$ cat src/rtl/wdt_pkg.sv
// Shared watchdog definitions: FSM state encoding (visible on the state output)
// and the default kick key.
package wdt_pkg;

    typedef enum logic [1:0] {
        ST_IDLE = 2'd0,
        ST_RUN  = 2'd1,
        ST_WARN = 2'd2,
        ST_BITE = 2'd3
    } wdt_state_e;

    localparam logic [31:0] WDT_KICK_KEY = 32'h5A5A_A5A5;

endpackage

$ cat src/rtl/wdt_ctrl_if.sv
// Watchdog control bus: configuration, arming and kick requests in; status out.
interface wdt_ctrl_if #(
    parameter int unsigned WIDTH = 32
);

    logic             cfg_we;
    logic [WIDTH-1:0] cfg_timeout;
    logic [WIDTH-1:0] cfg_warn;
    logic [WIDTH-1:0] cfg_window;
    logic             enable;
    logic             kick;
    logic [WIDTH-1:0] kick_key;
    logic             irq;
    logic             bite;
    logic             locked;
    logic [1:0]       state;
    logic [WIDTH-1:0] count;

    modport master (
        output cfg_we, cfg_timeout, cfg_warn, cfg_window, enable, kick, kick_key,
        input  irq, bite, locked, state, count
    );

    modport slave (
        input  cfg_we, cfg_timeout, cfg_warn, cfg_window, enable, kick, kick_key,
        output irq, bite, locked, state, count
    );

endinterface

$ cat src/rtl/wdt_counter.sv
// Watchdog tick counter: clear has priority over increment; otherwise holds.
module wdt_counter #(
    parameter int unsigned WIDTH = 32
) (
    input  logic             clk,
    input  logic             reset,
    input  logic             clr_i,
    input  logic             inc_i,
    output logic [WIDTH-1:0] count_o
);

    logic [WIDTH-1:0] count_q, count_d;

    always_comb begin
        count_d = count_q;
        if (clr_i) begin
            count_d = '0;
        end else if (inc_i) begin
            count_d = count_q + WIDTH'(1);
        end
    end

    always_ff @(posedge clk) begin
        if (reset) begin
            count_q <= '0;
        end else begin
            count_q <= count_d;
        end
    end

    assign count_o = count_q;

endmodule

$ cat src/rtl/wdt_ctrl.sv
// Windowed watchdog: FSM, configuration registers and compare logic.
// Configuration is frozen once armed; only reset leaves BITE.
module wdt_ctrl
    import wdt_pkg::*;
#(
    parameter int unsigned      WIDTH    = 32,
    parameter logic [WIDTH-1:0] KICK_KEY = WIDTH'(WDT_KICK_KEY)
) (
    input  logic      clk,
    input  logic      reset,
    wdt_ctrl_if.slave bus
);

    wdt_state_e       state_q, state_d;
    logic             irq_q, irq_d;
    logic             bite_q, bite_d;
    logic             locked_q, locked_d;
    logic [WIDTH-1:0] timeout_q, timeout_d;
    logic [WIDTH-1:0] warn_q, warn_d;
    logic [WIDTH-1:0] window_q, window_d;
    logic [WIDTH-1:0] count;
    logic             cnt_clr, cnt_inc;
    logic             kick_ok, at_timeout, at_warn;

    wdt_counter #(.WIDTH(WIDTH)) u_counter (
        .clk     (clk),
        .reset   (reset),
        .clr_i   (cnt_clr),
        .inc_i   (cnt_inc),
        .count_o (count)
    );

    assign kick_ok    = bus.kick && (bus.kick_key == KICK_KEY) && (count >= window_q);
    assign at_timeout = (count == timeout_q);
    assign at_warn    = (count == warn_q);

    always_comb begin
        state_d   = state_q;
        irq_d     = irq_q;
        bite_d    = bite_q;
        locked_d  = locked_q;
        timeout_d = timeout_q;
        warn_d    = warn_q;
        window_d  = window_q;
        cnt_clr   = 1'b0;
        cnt_inc   = 1'b0;
        case (state_q)
            ST_IDLE: begin
                if (bus.cfg_we && !locked_q) begin
                    timeout_d = bus.cfg_timeout;
                    warn_d    = bus.cfg_warn;
                    window_d  = bus.cfg_window;
                end
                if (bus.enable) begin
                    state_d  = ST_RUN;
                    locked_d = 1'b1;
                    cnt_clr  = 1'b1;
                end
            end
            ST_RUN, ST_WARN: begin
                // Valid kick beats timeout; timeout beats the warning threshold.
                if (kick_ok) begin
                    state_d = ST_RUN;
                    irq_d   = 1'b0;
                    cnt_clr = 1'b1;
                end else if (bus.kick || at_timeout) begin
                    state_d = ST_BITE;
                    bite_d  = 1'b1;
                end else begin
                    cnt_inc = 1'b1;
                    if (state_q == ST_RUN && at_warn) begin
                        state_d = ST_WARN;
                        irq_d   = 1'b1;
                    end
                end
            end
            ST_BITE: begin
            end
        endcase
    end

    always_ff @(posedge clk) begin
        if (reset) begin
            state_q   <= ST_IDLE;
            irq_q     <= 1'b0;
            bite_q    <= 1'b0;
            locked_q  <= 1'b0;
            timeout_q <= '1;
            warn_q    <= '1;
            window_q  <= '0;
        end else begin
            state_q   <= state_d;
            irq_q     <= irq_d;
            bite_q    <= bite_d;
            locked_q  <= locked_d;
            timeout_q <= timeout_d;
            warn_q    <= warn_d;
            window_q  <= window_d;
        end
    end

    assign bus.irq    = irq_q;
    assign bus.bite   = bite_q;
    assign bus.locked = locked_q;
    assign bus.state  = state_q;
    assign bus.count  = count;

endmodule
$ cat src/flat_wrapper.sv
// flat-port wrapper written by rule: the top's interface ports become plain ports
module wdt_ctrl_flat import wdt_pkg::*;
#(
    parameter int unsigned      WIDTH    = 32,
    parameter logic [WIDTH-1:0] KICK_KEY = WIDTH'(WDT_KICK_KEY)
)
  (clk, reset, bus_cfg_we, bus_cfg_timeout, bus_cfg_warn, bus_cfg_window, bus_enable, bus_kick, bus_kick_key, bus_irq, bus_bite, bus_locked, bus_state, bus_count);
  wdt_ctrl_if #(.WIDTH(WIDTH)) bus_i ();
  input  logic clk;
  input  logic reset;
  input wire logic [$bits(bus_i.cfg_we)-1:0] bus_cfg_we;
  input wire logic [$bits(bus_i.cfg_timeout)-1:0] bus_cfg_timeout;
  input wire logic [$bits(bus_i.cfg_warn)-1:0] bus_cfg_warn;
  input wire logic [$bits(bus_i.cfg_window)-1:0] bus_cfg_window;
  input wire logic [$bits(bus_i.enable)-1:0] bus_enable;
  input wire logic [$bits(bus_i.kick)-1:0] bus_kick;
  input wire logic [$bits(bus_i.kick_key)-1:0] bus_kick_key;
  output wire logic [$bits(bus_i.irq)-1:0] bus_irq;
  output wire logic [$bits(bus_i.bite)-1:0] bus_bite;
  output wire logic [$bits(bus_i.locked)-1:0] bus_locked;
  output wire logic [$bits(bus_i.state)-1:0] bus_state;
  output wire logic [$bits(bus_i.count)-1:0] bus_count;
  assign bus_i.cfg_we = bus_cfg_we;
  assign bus_i.cfg_timeout = bus_cfg_timeout;
  assign bus_i.cfg_warn = bus_cfg_warn;
  assign bus_i.cfg_window = bus_cfg_window;
  assign bus_i.enable = bus_enable;
  assign bus_i.kick = bus_kick;
  assign bus_i.kick_key = bus_kick_key;
  assign bus_irq = bus_i.irq;
  assign bus_bite = bus_i.bite;
  assign bus_locked = bus_i.locked;
  assign bus_state = bus_i.state;
  assign bus_count = bus_i.count;
  wdt_ctrl #(.WIDTH(WIDTH), .KICK_KEY(KICK_KEY)) u_core (.clk(clk), .reset(reset), .bus(bus_i));
endmodule
$ cat config.mk
export PLATFORM = sky130hd
export DESIGN_NAME = wdt_ctrl_flat
export DESIGN_NICKNAME = d
export VERILOG_FILES = /design/src/rtl/wdt_pkg.sv /design/src/rtl/wdt_ctrl_if.sv /design/src/rtl/wdt_counter.sv /design/src/rtl/wdt_ctrl.sv /design/src/flat_wrapper.sv
export SDC_FILE = /design/constraint.sdc
export NUM_CORES = 1
export LEC_CHECK = 0
export CAP_MARGIN = 20
export CELL_PAD_IN_SITES_DETAIL_PLACEMENT = 1
export CELL_PAD_IN_SITES_GLOBAL_PLACEMENT = 1
export CORE_MARGIN = 2
export CORE_UTILIZATION = 36
export DETAILED_ROUTE_END_ITERATION = 8
export GPL_TIMING_DRIVEN = 0
export PLACE_DENSITY_LB_ADDON = 0.12
export SYNTH_ARGS = -nofsm -noshare
export SYNTH_HDL_FRONTEND = slang
export SYNTH_SLANG_ARGS = --single-unit
$ cat constraint.sdc
create_clock -name clk -period 3.22 [get_ports clk]
set_clock_uncertainty 0.2 [all_clocks]
set_input_delay 0.644 -clock clk [delete_from_list [all_inputs] [get_ports clk]]
set_output_delay 0.644 -clock clk [all_outputs]
set_load 0.03 [all_outputs]
==> metrics.yaml <==
outcome: "finished, final reports clean"
track_usage_pct: 24.1
postCtsSetupBuffers: 0
hpwlAfterDp_mm: 17.8
syn-mean-instance-area_sq_um: 8.19
netlist_top_cells_area: "dfxtp_1 39%, nand2_1 11%, xnor2_1 8.4%"
period_minus_slack_ns: 3.08
synth_common_cells: "207 x nand2_1, 133 x dfxtp_1, 66 x xnor2_1, 65 x nand3b_1, 49 x a21oi_1"
arrival_ns: 3.23
synth_most_common_cell: "nand2_1"
synth_top_cell_by_area: "dfxtp_1"
ioPinCount: 170
netlist_area_sq_mm: 0.00685
numPortBuffers: 169
worstPathRequired_ns: 3.37
diodes: 0
leakagePower_nw: 3.71
cts_root_buffer: "clkbuf_16"
synth_ff_type: "dfxtp_1"
initial_core_util_pct: 36.6
core.rowCount: 50
ys_warn_count: 0
cts.clk_slew.worst_paths_ns: 0.06
grt_antenna_before_repair: 0
drt_iter0_markers: 305
grt_pass1_vias: 6669
finalSetupTns_ns: 0
cts_tree: "yes"
critPathMaxFanout: 10
setup_violations: 0
avgViaCountPerCell: 5.00
fmax_mhz: 325
synth_top_area_share_pct: 38.9
path_class: "register to register"
hold_viol: 0
cts.htree.levels: 4
post-route-period-util_pct: 95.6
cts-resized-gates: 1
chipHeight_um: 142
wl_mm: 23.8
vias: 6358
postRouteAntennaNets: 0
place_area_sq_mm: 0.00884
synth_nets: 1006
tightest_slew_ns: 0.827
drv_cap: 0
die_w_um: 142
seq_area_frac_synth_pct: 38.9
power_mw: 6.02
place.gp.congestion: 0.834
netlist_instances: 837
clk_latency_ns: 0.43
stdcell_area_sq_mm: 0.00944
grt_overflow: 0
grt_max_degree: 17
dieArea_sq_mm: 0.0202
cts.sinks: 133
power_density_mw_per_mm2: 638
grt_pass1_wl_mm: 36.8
layout-drive-gt1-share_pct: 5.79
dr.pass1.iters: 4
cp-start-kind: "register"
synth_edf_count: 0
async_flop_share_pct: 0
cts_made_buffers: 17
grt_setup_unrepaired: "no"
core_area_sq_mm: 0.0187
fillers: 2221
slew_viol_final: 0
wl_per_cell_um: 18.7
multi_input_area_sq_mm: 0.00383
synth_cell_type_count: 46
drc: 0
area_growth_pct: 37.8
cts_hold_buf: 0
yosys_register_bits: 133
seqCellArea_sq_mm: 0.00266
critPathCaptureType: "register"
ir_drop_mv: 0.398
hp-class: "register to register"
fin_nets: 1194
slew_headroom_pct: 44.6
clockBufferDepth: 2
sequential cells by signal (all words and copies together) (netlist names):
| name | count |
|---|---|
| u_core.u_counter.count_o | 32 |
| u_core.warn_q | 32 |
| u_core.bus.locked | 1 |
| u_core.timeout_q | 32 |
| u_core.bus.state | 2 |
| u_core.window_q | 32 |
| u_core.bus.bite | 1 |
| u_core.bus.irq | 1 |
power breakdown:
group	internal (mW)	total [mW]	switching (mW)	leakage, nW
logic	0.770	1.78	1.01	2.33
clock network	1.22	2.01	0.791	0.286
registers	1.98	2.23	0.249	1.09
total	3.97	6.02	2.05	3.71
metrics by stage:
stage / hold WS (ns) / util, % / std cells / setup WS (ns)
after detailed placement: 0.248 / 47.2 / 1240 / -0.235
final: 0.255 / 50.5 / 1271 / 0.140
after global placement: 0.242 / 47.2 / 1240 / -0.241
after global routing: 0.284 / 50.5 / 1271 / 0.0182
after floorplan: 0.236 / - / 837 / 0.381
after CTS: 0.257 / 50.5 / 1271 / 0.111
final timing paths:
kind,start,slack [ns],endpoint,cells after the start
max,u_core.u_counter.count_o[0],0.14,u_core.u_counter.count_o[4],10
max reg2reg,u_core.u_counter.count_o[0],0.14,u_core.u_counter.count_o[4],10
min,u_core.window_q[23],0.26,u_core.window_q[23],2
min reg2reg,u_core.window_q[23],0.26,u_core.window_q[23],2
area by class of cell:
class                   count  share of cell area (%)
flip-flops and latches    133                    28.2
multi-input cells         616                    40.5
clock inverters            14                    1.89
clock buffers              17                    4.51
inverters                  38                    1.51
repair buffers            169                    17.9
well taps                 234                    3.10
plain buffers              50                    2.32
critical path, stage by stage (launching register included):
cell and delay (ns):
dfxtp_2 0.45, inv_1 0.07, ha_1 0.29, nand2b_4 0.15, a2111oi_4 0.34, nor4b_1 0.11
or4b_1 0.56, a21oi_2 0.32, o21ai_2 0.20, buf_6 0.18, nor2_1 0.14
kinds of logic after synthesis:
kind of cell	Yosys count	synth area share (%)
buffers and inverters	88	5.26
XOR/XNOR	94	12.0
AND/OR/NAND/NOR	415	31.0
adder cells (fa/ha/maj)	36	6.57
multiplexers	1	0.146
AO/OA/AOI/OAI	70	6.15
flip-flops	133	38.9
routing by layer:
metal / GRT usage, % / wire length [um] / up-vias
li1: - / - / 3165
met5: 0 / 0 / -
met2: 41.3 / 11700 / 155
met3: 4.48 / 1370 / 28
met4: 7.68 / 477 / 0
met1: 30.9 / 10200 / 3010
cells in the final DEF, fill, tap and decap left out, types with 3 or more instances in the layout:
master | Yosys | layout
clkinv_4 | 0 | 5
o21ai_0 | 5 | 5
a21oi_1 | 49 | 49
nor4_1 | 4 | 4
nand4_1 | 36 | 36
nor2_2 | 10 | 10
ha_1 | 36 | 36
clkdlybuf4s50_1 | 0 | 169
nand3b_1 | 65 | 65
inv_1 | 38 | 38
xor2_1 | 28 | 28
dfxtp_1 | 133 | 132
nor2_1 | 31 | 31
buf_6 | 3 | 3
nand2_1 | 207 | 207
nor4bb_1 | 6 | 6
buf_1 | 4 | 4
and3_1 | 23 | 23
buf_2 | 5 | 5
xnor2_1 | 66 | 66
clkbuf_1 | 37 | 36
clkbuf_16 | 0 | 17
clkinvlp_4 | 0 | 3
nand3_1 | 14 | 14
and4_1 | 6 | 6
bufinv_16 | 0 | 3
Note: power is estimated with default switching activity, not from simulation.
